===== src/rtl/rgb2ycbcr_pipe_if.sv =====
// Video stream bundle for the RGB-to-YCbCr converter: input syncs and pixel,
// delayed output syncs and converted components.
interface rgb2ycbcr_pipe_if;
  logic        pre_frame_vsync;
  logic        pre_frame_hsync;
  logic        pre_frame_de;
  logic [23:0] in_data;
  logic        post_frame_vsync;
  logic        post_frame_hsync;
  logic        post_frame_de;
  logic [7:0]  img_y;
  logic [7:0]  img_cb;
  logic [7:0]  img_cr;

  modport master (
    output pre_frame_vsync, pre_frame_hsync, pre_frame_de, in_data,
    input  post_frame_vsync, post_frame_hsync, post_frame_de,
    input  img_y, img_cb, img_cr
  );

  modport slave (
    input  pre_frame_vsync, pre_frame_hsync, pre_frame_de, in_data,
    output post_frame_vsync, post_frame_hsync, post_frame_de,
    output img_y, img_cb, img_cr
  );
endinterface


===== src/rtl/rgb2ycbcr_pipe.sv =====
// Three-stage stallable RGB565/RGB888 to YCbCr converter with a colour standard
// latched on each vsync rising edge; syncs travel in lockstep with the data.
module rgb2ycbcr_pipe #(
  parameter int IN_FMT   = 0,
  parameter int ROUND_EN = 1
) (
  input  logic             clk,
  input  logic             rst,
  input  logic             ce,
  input  logic [1:0]       mode_sel,
  rgb2ycbcr_pipe_if.slave  vid,
  output logic [1:0]       mode_active
);

  // Rows: mode 0..3 (3 aliases mode 0); columns: Y(R,G,B), Cb(R,G,B), Cr(R,G,B).
  localparam logic signed [9:0] COEF [4][9] = '{
    '{ 10'sd77,  10'sd150,  10'sd29, -10'sd43, -10'sd85, 10'sd128, 10'sd128, -10'sd107, -10'sd21},
    '{ 10'sd54,  10'sd183,  10'sd19, -10'sd29, -10'sd99, 10'sd128, 10'sd128, -10'sd116, -10'sd12},
    '{ 10'sd66,  10'sd129,  10'sd25, -10'sd38, -10'sd74, 10'sd112, 10'sd112, -10'sd94,  -10'sd18},
    '{ 10'sd77,  10'sd150,  10'sd29, -10'sd43, -10'sd85, 10'sd128, 10'sd128, -10'sd107, -10'sd21}
  };

  localparam logic signed [17:0] OFFS [4][3] = '{
    '{18'sd0,    18'sd32768, 18'sd32768},
    '{18'sd0,    18'sd32768, 18'sd32768},
    '{18'sd4096, 18'sd32768, 18'sd32768},
    '{18'sd0,    18'sd32768, 18'sd32768}
  };

  localparam logic signed [17:0] RND = (ROUND_EN != 0) ? 18'sd128 : 18'sd0;

  function automatic logic signed [17:0] mul_f(input logic [7:0] a, input logic signed [9:0] c);
    mul_f = $signed({10'd0, a}) * $signed({{8{c[9]}}, c});
  endfunction

  function automatic logic [7:0] clamp_f(input logic signed [17:0] s);
    logic [9:0] sh;
    sh = s[17:8];
    if (sh[9]) begin
      clamp_f = 8'd0;
    end else if (sh[8]) begin
      clamp_f = 8'hFF;
    end else begin
      clamp_f = sh[7:0];
    end
  endfunction

  logic [7:0]        pix_s [3];
  logic              vsync_edge_s;
  logic [1:0]        mode_next_s;
  logic              vsync_prev_r;
  logic [1:0]        mode_active_r;
  logic [1:0]        mode1_r;
  logic signed [17:0] prod_r [9];
  logic signed [17:0] sum_r  [3];
  logic [2:0]        sync1_r;
  logic [2:0]        sync2_r;
  logic [2:0]        sync3_r;
  logic [7:0]        y_r;
  logic [7:0]        cb_r;
  logic [7:0]        cr_r;

  // Expand the selected input format to three 8-bit channels by MSB replication.
  always_comb begin
    pix_s[0] = 8'd0;
    pix_s[1] = 8'd0;
    pix_s[2] = 8'd0;
    if (IN_FMT == 0) begin
      pix_s[0] = {vid.in_data[15:11], vid.in_data[15:13]};
      pix_s[1] = {vid.in_data[10:5],  vid.in_data[10:9]};
      pix_s[2] = {vid.in_data[4:0],   vid.in_data[4:2]};
    end else begin
      pix_s[0] = vid.in_data[23:16];
      pix_s[1] = vid.in_data[15:8];
      pix_s[2] = vid.in_data[7:0];
    end
  end

  // The mode taken on a vsync rise applies to the pixel arriving in that same cycle.
  always_comb begin
    vsync_edge_s = ce & vid.pre_frame_vsync & ~vsync_prev_r;
    mode_next_s  = mode_active_r;
    if (vsync_edge_s) begin
      mode_next_s = (mode_sel == 2'd3) ? 2'd0 : mode_sel;
    end else begin
      mode_next_s = mode_active_r;
    end
  end

  // Mode latch, three pipeline stages and the sync delay line, all frozen by ce.
  always_ff @(posedge clk) begin
    if (rst) begin
      vsync_prev_r  <= 1'b0;
      mode_active_r <= 2'd0;
      mode1_r       <= 2'd0;
      for (int k = 0; k < 9; k++) prod_r[k] <= 18'sd0;
      for (int c = 0; c < 3; c++) sum_r[c] <= 18'sd0;
      sync1_r <= 3'd0;
      sync2_r <= 3'd0;
      sync3_r <= 3'd0;
      y_r     <= 8'd0;
      cb_r    <= 8'd0;
      cr_r    <= 8'd0;
    end else if (ce) begin
      vsync_prev_r  <= vid.pre_frame_vsync;
      mode_active_r <= mode_next_s;
      mode1_r       <= mode_next_s;
      for (int k = 0; k < 9; k++) prod_r[k] <= mul_f(pix_s[k % 3], COEF[mode_next_s][k]);
      for (int c = 0; c < 3; c++) begin
        sum_r[c] <= OFFS[mode1_r][c] + prod_r[3*c] + prod_r[3*c+1] + prod_r[3*c+2] + RND;
      end
      sync1_r <= {vid.pre_frame_vsync, vid.pre_frame_hsync, vid.pre_frame_de};
      sync2_r <= sync1_r;
      sync3_r <= sync2_r;
      // Components are blanked by de only; hsync plays no part in gating.
      y_r  <= sync2_r[0] ? clamp_f(sum_r[0]) : 8'd0;
      cb_r <= sync2_r[0] ? clamp_f(sum_r[1]) : 8'd0;
      cr_r <= sync2_r[0] ? clamp_f(sum_r[2]) : 8'd0;
    end
  end

  assign vid.post_frame_vsync = sync3_r[2];
  assign vid.post_frame_hsync = sync3_r[1];
  assign vid.post_frame_de    = sync3_r[0];
  assign vid.img_y            = y_r;
  assign vid.img_cb           = cb_r;
  assign vid.img_cr           = cr_r;
  assign mode_active          = mode_active_r;

endmodule


===== src/flat_wrapper.sv =====
// flat-port wrapper written by rule: the top's interface ports become plain ports
module rgb2ycbcr_pipe_flat 
#(
  parameter int IN_FMT   = 0,
  parameter int ROUND_EN = 1
)
  (clk, rst, ce, mode_sel, mode_active, vid_pre_frame_vsync, vid_pre_frame_hsync, vid_pre_frame_de, vid_in_data, vid_post_frame_vsync, vid_post_frame_hsync, vid_post_frame_de, vid_img_y, vid_img_cb, vid_img_cr);
  rgb2ycbcr_pipe_if vid_i ();
  input  logic clk;
  input  logic rst;
  input  logic ce;
  input  logic [1:0] mode_sel;
  output logic [1:0] mode_active;
  input wire logic [$bits(vid_i.pre_frame_vsync)-1:0] vid_pre_frame_vsync;
  input wire logic [$bits(vid_i.pre_frame_hsync)-1:0] vid_pre_frame_hsync;
  input wire logic [$bits(vid_i.pre_frame_de)-1:0] vid_pre_frame_de;
  input wire logic [$bits(vid_i.in_data)-1:0] vid_in_data;
  output wire logic [$bits(vid_i.post_frame_vsync)-1:0] vid_post_frame_vsync;
  output wire logic [$bits(vid_i.post_frame_hsync)-1:0] vid_post_frame_hsync;
  output wire logic [$bits(vid_i.post_frame_de)-1:0] vid_post_frame_de;
  output wire logic [$bits(vid_i.img_y)-1:0] vid_img_y;
  output wire logic [$bits(vid_i.img_cb)-1:0] vid_img_cb;
  output wire logic [$bits(vid_i.img_cr)-1:0] vid_img_cr;
  assign vid_i.pre_frame_vsync = vid_pre_frame_vsync;
  assign vid_i.pre_frame_hsync = vid_pre_frame_hsync;
  assign vid_i.pre_frame_de = vid_pre_frame_de;
  assign vid_i.in_data = vid_in_data;
  assign vid_post_frame_vsync = vid_i.post_frame_vsync;
  assign vid_post_frame_hsync = vid_i.post_frame_hsync;
  assign vid_post_frame_de = vid_i.post_frame_de;
  assign vid_img_y = vid_i.img_y;
  assign vid_img_cb = vid_i.img_cb;
  assign vid_img_cr = vid_i.img_cr;
  rgb2ycbcr_pipe #(.IN_FMT(IN_FMT), .ROUND_EN(ROUND_EN)) u_core (.clk(clk), .rst(rst), .ce(ce), .mode_sel(mode_sel), .vid(vid_i), .mode_active(mode_active));
endmodule

===== config.mk =====
export PLATFORM = sky130hd
export DESIGN_NAME = rgb2ycbcr_pipe_flat
export DESIGN_NICKNAME = d
export VERILOG_FILES = /design/src/rtl/rgb2ycbcr_pipe_if.sv /design/src/rtl/rgb2ycbcr_pipe.sv /design/src/flat_wrapper.sv
export SDC_FILE = /design/constraint.sdc
export NUM_CORES = 1
export LEC_CHECK = 0
export BUFFER_PORTS_ARGS = -buffer_cell sky130_fd_sc_hd__buf_2
export CAP_MARGIN = 20
export CORE_UTILIZATION = 55
export CTS_CLUSTER_DIAMETER = 60
export DETAILED_ROUTE_END_ITERATION = 10
export GPL_TIMING_DRIVEN = 1
export PLACE_DENSITY_LB_ADDON = 0.2
export SYNTH_ARGS = -nofsm -noshare
export SYNTH_HDL_FRONTEND = slang
export SYNTH_SLANG_ARGS = --single-unit

===== constraint.sdc =====
create_clock -name clk -period 18.35 [get_ports clk]
set_input_delay 3.67 -clock clk [delete_from_list [all_inputs] [get_ports clk]]
set_output_delay 3.67 -clock clk [all_outputs]
set_load 0.01 [all_outputs]

==> results by group <==
Power and ir drop
  • Gate power share: 68.6%
  • Sw Ratio: 46.9%
  • Pwr per Cell Area: 144 mW/mm2
  • P_sw: 1.82 mW
  • Clock share of power: 11.9%
  • Max rail drop VDD: 0.0817 mV
  • Seq pwr share: between 10% and 20%
  • Pleak: about 14 nW
  • Internal power: 2.06 mW

Global routing
  • Total grt overflow: 0
  • Largest net degree at the start of global routing: 119
  • Initial antenna violation count: 1
  • First-pass GRT wire length: 93600 um
  • Vias in the first global route: 17.7k
  • Total track usage: 25.6%

Die
  • Die height: 216 um
  • Initial core utilization: 55.7%
  • Num ports: 61
  • Die width: 216 um
  • Die area: about 0.047 mm2
  • Core ar.: ~0.045 mm2
  • FP Rows: 78

STA
  • Final worst slack: 8.42 ns
  • Slew Limit Fails: 0
  • Slew at the pin closest to its max-slew limit: 1.08 ns
  • Total negative setup slack: 0 ns
  • # setup viols final: 0
  • Ratio of final minimum period to clock period: 54.1%
  • Skew final: 0.0160 ns
  • Hold Violations, Final: 0
  • Fmax: a little over 0.1 GHz
  • Unrepaired setup endpoints after global routing: false
  • Post-layout minimum cycle time: 9.93 ns
  • Hold WS: about 0.45 ns
  • Slew headroom: 28.2%

Final layout
  • Non-Filler Instances: roughly 3.2k
  • Nets: 3304
  • Inserted Diodes: 0
  • Finished layout cell area: approximately 0.027 mm2
  • Area growth syn-to-layout: 6.61%
  • Fill cells: 3931
  • Share of layout cells above drive strength 1: 4.45%

Logic synthesis
  • Yosys top cell area share: 22.9%
  • Most used DFF post-synth: edfxtp_1
  • Synth warn: 0
  • Post-synth EDFFs: 179
  • Syn Nets: between 3k and 4k
  • Mean Syn Cell Area: around 10 um2
  • Cell accounting for the most synthesized area: fa_1
  • Synth Instances: 2531
  • Sequential-to-total area share from yosys stat: 24.1%
  • Synth Register Bits: 214
  • Cell area after synthesis: 0.0252 mm2
  • Post-synth top cells: inv_1, ha_1, fa_1
  • Library cells used by synthesis: 63
  • Synth top area cells: fa_1, edfxtp_1, ha_1
  • Most common cell in the netlist: inv_1
  • FFs w/ async S/R, synth: 0%

Worst setup path
  • Startpoint Class: input port
  • Arr. time, crit path: 10.19 ns
  • Worst path required time: 18.61 ns
  • Reg-to-reg endpoint: u_core.prod_r[0][32]
  • Crit end category: register
  • Reg2Reg Depth: 22
  • Critical path class: in -> reg
  • Worst setup startpoint: ce
  • Reg2Reg Setup Slack: 11.53 ns
  • CP max FO: 19
  • Worst R2R Start: u_core.sync1_r[2]

Routing
  • Vias per inst: 5.31
  • Post-route ant nets: 0
  • DR pass1 iterations: 8
  • Detailed-route via count: 16.9k
  • DR WL/cell: roughly 18 um
  • DRT iter0 DRCs: 940
  • Post-route DRC: 1
  • Drt total wl: 57500 um

CTS
  • Worst-path clk slew: 0.06 ns
  • Total CTS buffers: 25
  • Clk Tree Root Cell: clkbuf_16
  • CTS-repair resized insts: 0
  • TritonCTS clock tree: done
  • Setup Buffers After CTS: 0
  • Clk Latency, worst-skew pair: 0.54 ns
  • CTS H-tree depth: 1
  • Clk sinks: 214
  • Hold buffers post-CTS: 0
  • CTS max path bufs: 3

Place
  • Hpwl dp: just under 50000 um
  • Cell total after placement: 3141
  • Place WS: 7.90 ns
  • I/O Buffers: 52
  • Post-DP Area: 0.0261 mm2
  • Final RePlAce weighted congestion: 0.934

Worst hold path
  • Hold Path Sink: u_core.vid.img_cb[1]
  • Hold path depth: 2
  • Hold Crit Class: reg -> reg
  • Worst Hold Launch: u_core.vid.img_cb[1]

Outcome
  • Violated checks: design-rule violations
  • Status: complete, but fails checks

Job
  • Max-cap violations: 0
[kinds of logic (layout without fill, tap and decap cells)]
kind of cell	Yosys count	count (layout)	synth area share [%]
buffers and inverters	614	670	9.15
flip-flops	214	214	24.1
AO/OA/AOI/OAI	308	308	7.83
AND/OR/NAND/NOR	528	528	9.64
multiplexers	23	23	0.913
adder cells (fa/ha/maj)	705	705	43.6
other	1	1	0.0149
XOR/XNOR	138	138	4.79
[worst max path at each step]
stage                                       to  slack [ns]  cells past startpoint
after floorplan           u_core.prod_r[0][14]        9.52                     21
after global placement    u_core.prod_r[0][14]        8.05                     24
after detailed placement  u_core.prod_r[0][14]        7.90                     24
after CTS                 u_core.prod_r[0][14]        8.44                     24
after global routing      u_core.prod_r[0][32]        8.00                     23
final                     u_core.prod_r[0][32]        8.42                     23
[power by group through the flow]
stage / Sequential, mW / Combinational [mW] / Clock [mW]
after global placement: 0.767 / 2.57 / 0
after global routing: 0.769 / 3.01 / 0.485
after CTS: 0.761 / 2.65 / 0.467
after detailed placement: 0.770 / 2.62 / 0
after floorplan: 0.732 / 1.99 / 0
final: 0.758 / 2.66 / 0.461
[cells in the final DEF (no fill, tap or decap), drive strengths merged, types with 4 or more instances in the layout]
master,count
inv,563
ha,415
fa,289
nor2,227
edfxtp,179
nand2,116
a21oi,99
xnor2,89
and2,63
buf,62
o21ai,61
xor2,49
a21o,48
dfxtp,35
clkbuf,33
nand2b,27
mux2i,23
o21bai,21
o21a,21
nor2b,21
nand3,16
nor3,14
and3,12
clkinv,12
a211oi,11
or2,7
nand3b,6
a31oi,6
a2111oi,6
nand4,5
a2111o,4
[flip-flops by register name, summed over array words and instances, names as in the netlist]
| register | cells |
|---|---|
| u_core.mode_active | 2 |
| u_core.sync3_r | 3 |
| u_core.sum_r | 30 |
| u_core.prod_r | 149 |
| u_core.sync1_r | 3 |
| u_core.vid.img_cb | 8 |
| u_core.sync2_r | 3 |
| u_core.vid.img_cr | 8 |
| u_core.vid.img_y | 8 |
[metal layers]
layer  track usage [%]  vias to the layer above  routed length (um)
li1                  -                     8199                   -
met1              36.6                     8323               27100
met2              42.6                      335               26700
met3              2.06                       66                2510
met4              5.75                        0                1150
met5                 0                        -                   0
[critical path, cell delays in order]
cell and delay, ns:
buf_2 0.31, nand3b_1 0.23, mux2i_1 0.35, ha_1 0.21, buf_4 0.31, nand2b_1 0.45, clkinv_1 0.53, ha_1 0.37
nand2b_1 0.14, ha_1 0.28, ha_1 0.13, inv_1 0.05, fa_1 0.50, inv_1 0.04, ha_1 0.21, fa_1 0.46
a21o_1 0.17, a21oi_1 0.21, o21bai_1 0.12, a2111oi_0 0.58, o31ai_1 0.22, xnor2_1 0.54, nor2_1 0.10
[stage by stage]
stage               utilization [%]  total power [mW]
floorplan                         -              2.73
global placement               57.7              3.34
detailed placement             57.7              3.39
CTS                            59.4              3.88
global route                   59.4              4.27
finish                         59.4              3.88
[final cells by class]
| class | count | area (um2) | share of cell area, % |
|---|---|---|---|
| clock buffers | 33 | 673 | 2.50 |
| repair buffers | 62 | 335 | 1.25 |
| well taps | 600 | 751 | 2.79 |
| clock inverters | 13 | 82.6 | 0.307 |
| multi-input cells | 1703 | 16900 | 62.7 |
| flip-flops and latches | 214 | 6080 | 22.6 |
| inverters | 562 | 2110 | 7.86 |
Note: power is estimated with default switching activity, not from simulation.
